--- src/rtl/spi_frame_target.sv ---
// SPI target front end: oversampled sclk/copi/chipSel, one FRAME_BITS frame per chipSel
// window in any CPOL/CPHA mode, valid/ready hand-off to the rx and tx FIFOs.
module spi_frame_target #(
    parameter int FRAME_BITS  = 66,
    parameter bit CPOL        = 1'b0,
    parameter bit CPHA        = 1'b0,
    parameter int SYNC_STAGES = 2
) (
    input  logic                  clk,
    input  logic                  rst,
    input  logic                  sclk,
    input  logic                  copi,
    input  logic                  chipSel,
    output logic                  cipo,
    output logic                  cipo_oe,
    output logic [FRAME_BITS-1:0] rx_data,
    output logic                  rx_valid,
    input  logic                  rx_ready,
    input  logic [FRAME_BITS-1:0] tx_data,
    input  logic                  tx_valid,
    output logic                  tx_ready,
    output logic                  busy,
    output logic                  frame_error,
    output logic                  overrun,
    output logic                  underrun
);

    localparam int              CW     = $clog2(FRAME_BITS + 2);
    localparam logic [CW-1:0]   FULL   = CW'(FRAME_BITS);
    localparam logic [CW-1:0]   SAT    = CW'(FRAME_BITS + 1);
    localparam logic [1:0]      RS_MAX = 2'(SYNC_STAGES);

    typedef enum logic [1:0] {RESYNC, IDLE, SHIFT} state_t;

    state_t                  state;
    logic [SYNC_STAGES-1:0]  sclk_q, cs_q, copi_q;
    logic                    sclk_d, cs_d;
    logic                    sclk_s, cs_s, copi_s;
    logic                    lead, trail, sample_edge, shift_edge, cs_fall, cs_rise;
    logic [CW-1:0]           count;
    logic [1:0]              rs_cnt;
    logic [FRAME_BITS-1:0]   rx_shift, tx_shift;
    logic                    first, close;

    always_ff @(posedge clk or posedge rst) begin
        if (rst) begin
            sclk_q <= {SYNC_STAGES{CPOL}};
            cs_q   <= '1;
            copi_q <= '0;
            sclk_d <= CPOL;
            cs_d   <= 1'b1;
        end else begin
            sclk_q <= {sclk_q[SYNC_STAGES-2:0], sclk};
            cs_q   <= {cs_q[SYNC_STAGES-2:0], chipSel};
            copi_q <= {copi_q[SYNC_STAGES-2:0], copi};
            sclk_d <= sclk_q[SYNC_STAGES-1];
            cs_d   <= cs_q[SYNC_STAGES-1];
        end
    end

    assign sclk_s      = sclk_q[SYNC_STAGES-1];
    assign cs_s        = cs_q[SYNC_STAGES-1];
    assign copi_s      = copi_q[SYNC_STAGES-1];
    assign lead        = (sclk_s != CPOL) && (sclk_d == CPOL);
    assign trail       = (sclk_s == CPOL) && (sclk_d != CPOL);
    assign sample_edge = CPHA ? trail : lead;
    assign shift_edge  = CPHA ? lead : trail;
    assign cs_fall     = !cs_s && cs_d;
    assign cs_rise     = cs_s && !cs_d;

    assign cipo    = (state == SHIFT) && tx_shift[FRAME_BITS-1];
    assign cipo_oe = !cs_s;
    assign busy    = (state == SHIFT);

    always_ff @(posedge clk or posedge rst) begin
        if (rst) begin
            state       <= RESYNC;
            rs_cnt      <= '0;
            count       <= '0;
            rx_shift    <= '0;
            tx_shift    <= '0;
            first       <= 1'b0;
            close       <= 1'b0;
            rx_data     <= '0;
            rx_valid    <= 1'b0;
            tx_ready    <= 1'b0;
            frame_error <= 1'b0;
            overrun     <= 1'b0;
            underrun    <= 1'b0;
        end else begin
            tx_ready    <= 1'b0;
            frame_error <= 1'b0;
            overrun     <= 1'b0;
            underrun    <= 1'b0;
            close       <= 1'b0;

            if (rx_valid && rx_ready)
                rx_valid <= 1'b0;

            // Frame close is evaluated one cycle after the chipSel rise; count is still intact.
            if (close) begin
                if (count == FULL) begin
                    if (!rx_valid || rx_ready) begin
                        rx_data  <= rx_shift;
                        rx_valid <= 1'b1;
                    end else begin
                        overrun <= 1'b1;
                    end
                end else begin
                    frame_error <= 1'b1;
                end
            end

            case (state)
                // Synchroniser resets to chipSel=1, so a high level only counts once
                // it has been seen for longer than the chain can hold reset values.
                RESYNC: begin
                    if (cs_s) begin
                        if (rs_cnt == RS_MAX)
                            state <= IDLE;
                        else
                            rs_cnt <= rs_cnt + 2'd1;
                    end else begin
                        rs_cnt <= '0;
                    end
                end
                IDLE: begin
                    if (cs_fall) begin
                        state <= SHIFT;
                        count <= '0;
                        first <= 1'b1;
                        if (tx_valid) begin
                            tx_shift <= tx_data;
                            tx_ready <= 1'b1;
                        end else begin
                            tx_shift <= '0;
                            underrun <= 1'b1;
                        end
                    end
                end
                SHIFT: begin
                    if (cs_rise) begin
                        state <= IDLE;
                        close <= 1'b1;
                    end else begin
                        if (sample_edge) begin
                            if (count < FULL)
                                rx_shift <= {rx_shift[FRAME_BITS-2:0], copi_s};
                            if (count != SAT)
                                count <= count + CW'(1);
                        end
                        if (shift_edge) begin
                            if (CPHA && first)
                                first <= 1'b0;
                            else
                                tx_shift <= {tx_shift[FRAME_BITS-2:0], 1'b0};
                        end
                    end
                end
                default: state <= RESYNC;
            endcase
        end
    end

endmodule

--- config.mk ---
export PLATFORM = sky130hd
export DESIGN_NAME = spi_frame_target
export DESIGN_NICKNAME = d
export VERILOG_FILES = /design/src/rtl/spi_frame_target.sv
export SDC_FILE = /design/constraint.sdc
export NUM_CORES = 1
export LEC_CHECK = 0
export BUFFER_PORTS_ARGS = -buffer_cell sky130_fd_sc_hd__buf_2
export CAP_MARGIN = 10
export CORE_MARGIN = 4
export CORE_UTILIZATION = 58
export CTS_CLUSTER_DIAMETER = 120
export CTS_CLUSTER_SIZE = 28
export DETAILED_ROUTE_END_ITERATION = 8
export GPL_TIMING_DRIVEN = 0
export PLACE_DENSITY = 0.81
export SYNTH_ARGS = -nofsm -noshare
export SYNTH_HDL_FRONTEND = slang
export SYNTH_SLANG_ARGS = --single-unit
--- constraint.sdc ---
create_clock -name clk -period 18.8 [get_ports clk]
set_clock_uncertainty 0.2 [all_clocks]
set_input_delay 1.88 -clock clk [delete_from_list [all_inputs] [get_ports clk]]
set_output_delay 1.88 -clock clk [all_outputs]
set_load 0.01 [all_outputs]
### Yosys cells after proc, flatten, opt, wreduce, memory -nomap -nowiden

Index checks and enable logic that the tools add are counted.

* register bits after elaboration: 223
* input port bits: 73
* output and inout port bits: 74
* logic and storage cells: 89

* add/subtract/negate cells: 2
* magnitude comparators: 1
* equality and inequality tests: 14
* multiplexer cells: 34
* bitwise operators: 3
* reductions and logical operators: 18

Operators with widths (count)
* $mux 66: 4
* $pmux 66 s2: 1
* $mux 7: 4
* $mux 1: 17
* $pmux 7 s2: 1
* $mux 2: 6
* $reduce_and 4->1: 3
* $ne 2x2->1 const B: 5
* $ne 2x1->1 const B: 4
* $add 7x1->7 const B: 1
* $eq 7x7->1 const B: 1
* $lt 7x7->1 const B: 1
* $ne 7x7->1 const B: 1
* $logic_and 1x1->1: 6
* $pmux 2 s3: 1
* $reduce_and 5->1: 1
* $eq 2x2->1 const B: 2
* $logic_not 1->1: 3
* $not 1->1: 3
* $reduce_and 3->1: 1
* $add 2x1->2 const B: 1
* $eq 2x1->1 const B: 1
* $logic_not 2->1: 1
* $reduce_and 2->1: 1
* 2 further kinds: 2

### Logic depth before layout (Yosys ltp)

* depth after elaboration: 5
* mapped depth: 9
* mapped depth without buffers: 5

### Worst setup path after synthesis

OpenSTA, ideal clock, no wires.

* path kind: reg2out
* start point: register state[0]
* end point: output cipo
* arrival: 1.429 ns
* required time: 16.720 ns
* path slack: 15.291 ns
* cell stages (with the launch flop): 7
* path buffers: 3
* path through: dfrtp_1 buf_2 nand2b_1 buf_2 inv_2 buf_1 and2_1

* longest elaborated chain between the ends: 2

RTL lines
* start, declared: RTL line 35 `state_t state;`
* start signal, assigned: RTL line 77 `state <= RESYNC;`
* start signal, assigned: RTL line 120 `state <= IDLE;`
* start signal, assigned: RTL line 129 `state <= SHIFT;`
* $eq 2x2->1
* named net busy: RTL line 22 `output logic busy,`
* $logic_and 1x1->1: RTL line 71 `assign cipo = (state == SHIFT) && tx_shift[FRAME_BITS-1];`
* end, declared: RTL line 14 `output logic cipo,`

The timed path passes the listed nets, and every way through them passes these cells.

### Worst setup path after layout

* start point: register state[0]
* end point: output cipo

* longest elaborated chain between the ends: 2

RTL lines (RTL line)
* $eq 2x2->1: 71
* $logic_and 1x1->1: 71

Every way passes these cells.

==> flow_metrics.env <==
export IMPL_status="completed"
export IMPL_area_growth_pct=13.9
export IMPL_drive_gt1_frac=0.428
export IMPL_viasPerCell=5.30
export IMPL_dr_total_vias=5918
export IMPL_numPortBuffers=145
export IMPL_rows=46
export IMPL_grt_pass1_vias=6001
export IMPL_root_buffer="clkbuf_16"
export IMPL_clock_sinks=223
export IMPL_crit_type="reg -> out"
export IMPL_yosysSeqAreaShare=0.586
export IMPL_worst_path_max_fanout=10
export IMPL_numCtsBuffers=11
export IMPL_ys_types=37
export IMPL_synthFlopType="dfrtp_1"
export IMPL_crit_arrival_ns=2.32
export IMPL_path_clk_slew_ns=0.10
export IMPL_setup_viol=0
export IMPL_synth_area_mm2=0.00953
export IMPL_cts_resized=0
export IMPL_dp_hpwl_mm=12.6
export IMPL_crit_path_cell_trace="buf_2 > nand2b_1 > buf_2 > inv_2 > buf_1 > and2_1 > buf_2"
export IMPL_grt_use_total=0.195
export IMPL_critical_path_buf_inv_count=5
export IMPL_path_delay_family="buffers and inverters"
export IMPL_first_pass_iters=5
export IMPL_core_area_mm2=0.0160
export IMPL_min_path_type="reg -> reg"
export IMPL_clock_path_buffers=3
export IMPL_cp_common_cell="buf_2"
export IMPL_slew_headroom=0.579
export IMPL_power_leakage_nw=5.97
export IMPL_gp_congestion=0.803
export IMPL_cts_tree="done"
export IMPL_critPathMaxStageDelay_ns=0.42
export IMPL_rsz0062_at_grt="false"
export IMPL_die_area_mm2=0.0185
export IMPL_tightest_slew_ns=0.631
export IMPL_finalCriticalPeriod_ns=4.40
export IMPL_dieHeight_um=136
export IMPL_crit_path_end_kind="output pin"
export IMPL_mostFrequentLayoutCells="dfrtp_1, mux2_2, buf_2"
export IMPL_drt_initial_drc_count=237
export IMPL_maxCapViolCount=0
export IMPL_initial_utilization=0.595
export IMPL_pin_count=147
export IMPL_drt_total_wl_mm=17.7
export IMPL_die_w_um=136
export IMPL_slew_violations=0
export IMPL_post_cts_buffers=0
export IMPL_p_per_area_mw_per_mm2=95.5
export IMPL_syn_inst=740
export IMPL_post_drt_wl_per_cell_um=15.9
export IMPL_crit_slowest_cell="buf_1"
export IMPL_setup_tns_ns=0
export IMPL_holdWs_ns=0.159
export IMPL_vdd_ir_drop_max_v=0.0000694
export IMPL_p_total_w=0.00104
export IMPL_worstPathRequired_ns=16.72
export IMPL_cp_start_kind="flip-flop"
export IMPL_drc=0
export IMPL_synth_edf_count=0
export IMPL_avgSynthCellArea_um2=12.9
export IMPL_grt_overflow=0
export IMPL_drt_antenna_violating_nets=0
export IMPL_h_tree_depth=1
export IMPL_ys_ff_latch=223
export IMPL_async_reset_ff_frac=1.00
export IMPL_yosysWarnings=0
export IMPL_n_antenna_cell=0
export IMPL_cts_hold_buf=0
export IMPL_syn_nets=816
export IMPL_clk_insertion_delay_late_ns=0.45
export IMPL_hold_viol=0
export IMPL_fin_nets=975
export IMPL_grt_pass1_wl_mm=29.5
export IMPL_final_common_cell="dfrtp_1"
export IMPL_max_freq_mhz=227
export IMPL_period_share=0.234
export IMPL_antenna_found_initial=0
export IMPL_grt_max_degree=131
==> cells in the mapped netlist (3+ instances only) <==
library cell	instances	area, um2
a21o_1	4	30.0
a21oi_1	6	30.0
and3_1	3	18.8
buf_1	10	37.5
buf_2	7	35.0
buf_4	5	37.5
buf_6	9	101
clkbuf_1	14	52.6
dfrtp_1	220	5510
dfstp_2	3	78.8
ha_1	3	37.5
inv_1	11	41.3
mux2_2	158	1780
mux2_4	40	601
nand2_1	134	503
nand2b_1	4	25.0
nand3_1	65	325
nand4_1	3	18.8
nor2_1	3	11.3
nor4_1	4	25.0
o21ai_0	12	60.1
==> logic make-up after synthesis <==
family,share of synthesized area
adder cells (fa/ha/maj),0.00394
AO/OA/AOI/OAI,0.0181
AND/OR/NAND/NOR,0.109
buffers and inverters,0.0324
multiplexers,0.250
flip-flops,0.586
==> per-layer routing <==
metal  share of wire  vias to the layer above  global-route usage
li1                -                     2843                   -
met1            0.45                     2931               0.279
met2            0.49                      121               0.326
met3           0.042                       23              0.0200
met4           0.019                        0              0.0459
met5               0                        -                   0
==> per-stage QoR <==
stage	cell area (um2)	utilization	std cells	worst slack, ns
6_report	10800	0.678	1117	14.40
5_1_grt	10800	0.678	1117	14.25
4_1_cts	10800	0.678	1117	14.41
3_5_place_dp	10600	0.660	1102	14.92
3_3_place_gp	10500	0.658	1101	8.30
2_1_floorplan	9530	-	740	10.62
==> sequential cells by signal (all words and copies together) (netlist names) <==
signal       flops
close            1
count            7
copi_q           2
rx_shift        66
underrun         1
rs_cnt           2
overrun          1
cs_d             1
cs_q             2
sclk_q           2
tx_ready         1
state            2
frame_error      1
tx_shift        66
rx_valid         1
sclk_d           1
rx_data         66
==> layout make-up <==
class,instances,area [um2]
Buffer,45,264
Clock buffer,15,290
Fill cell,1228,5150
Inverter,12,52.6
Multi-Input combinational cell,460,3630
Sequential cell,223,5580
Tap cell,216,270
Timing Repair Buffer,146,753
==> report_power, final <==
group / switching, W / leakage, nW / internal, W / total [W]
registers: 0.0000371 / 3.02 / 0.000548 / 0.000585
logic: 0.000102 / 2.80 / 0.000100 / 0.000202
clock network: 0.000139 / 0.140 / 0.000109 / 0.000248
total: 0.000278 / 5.97 / 0.000757 / 0.00104
==> worst paths after layout <==
check,end,from,depth (start not counted),slack [ns]
max reg2reg,rx_data[14],count[3],5,16.38
min,copi_q[1],copi_q[0],0,0.16
max,cipo,state[0],7,14.40
min in group asynchronous,rx_data[4],rst,2,1.33
min reg2reg,copi_q[1],copi_q[0],0,0.16
max in group asynchronous,tx_shift[56],rst,3,16.06
==> worst register-to-register path: cells and delay by family (launching register included) <==
kind	cells	cell delay [ns]
and+or+nand+nor	3	0.94
DFF	1	0.45
muxes	1	0.37
buffers and inverters	1	0.33
Power figures use the tool's default switching activity.
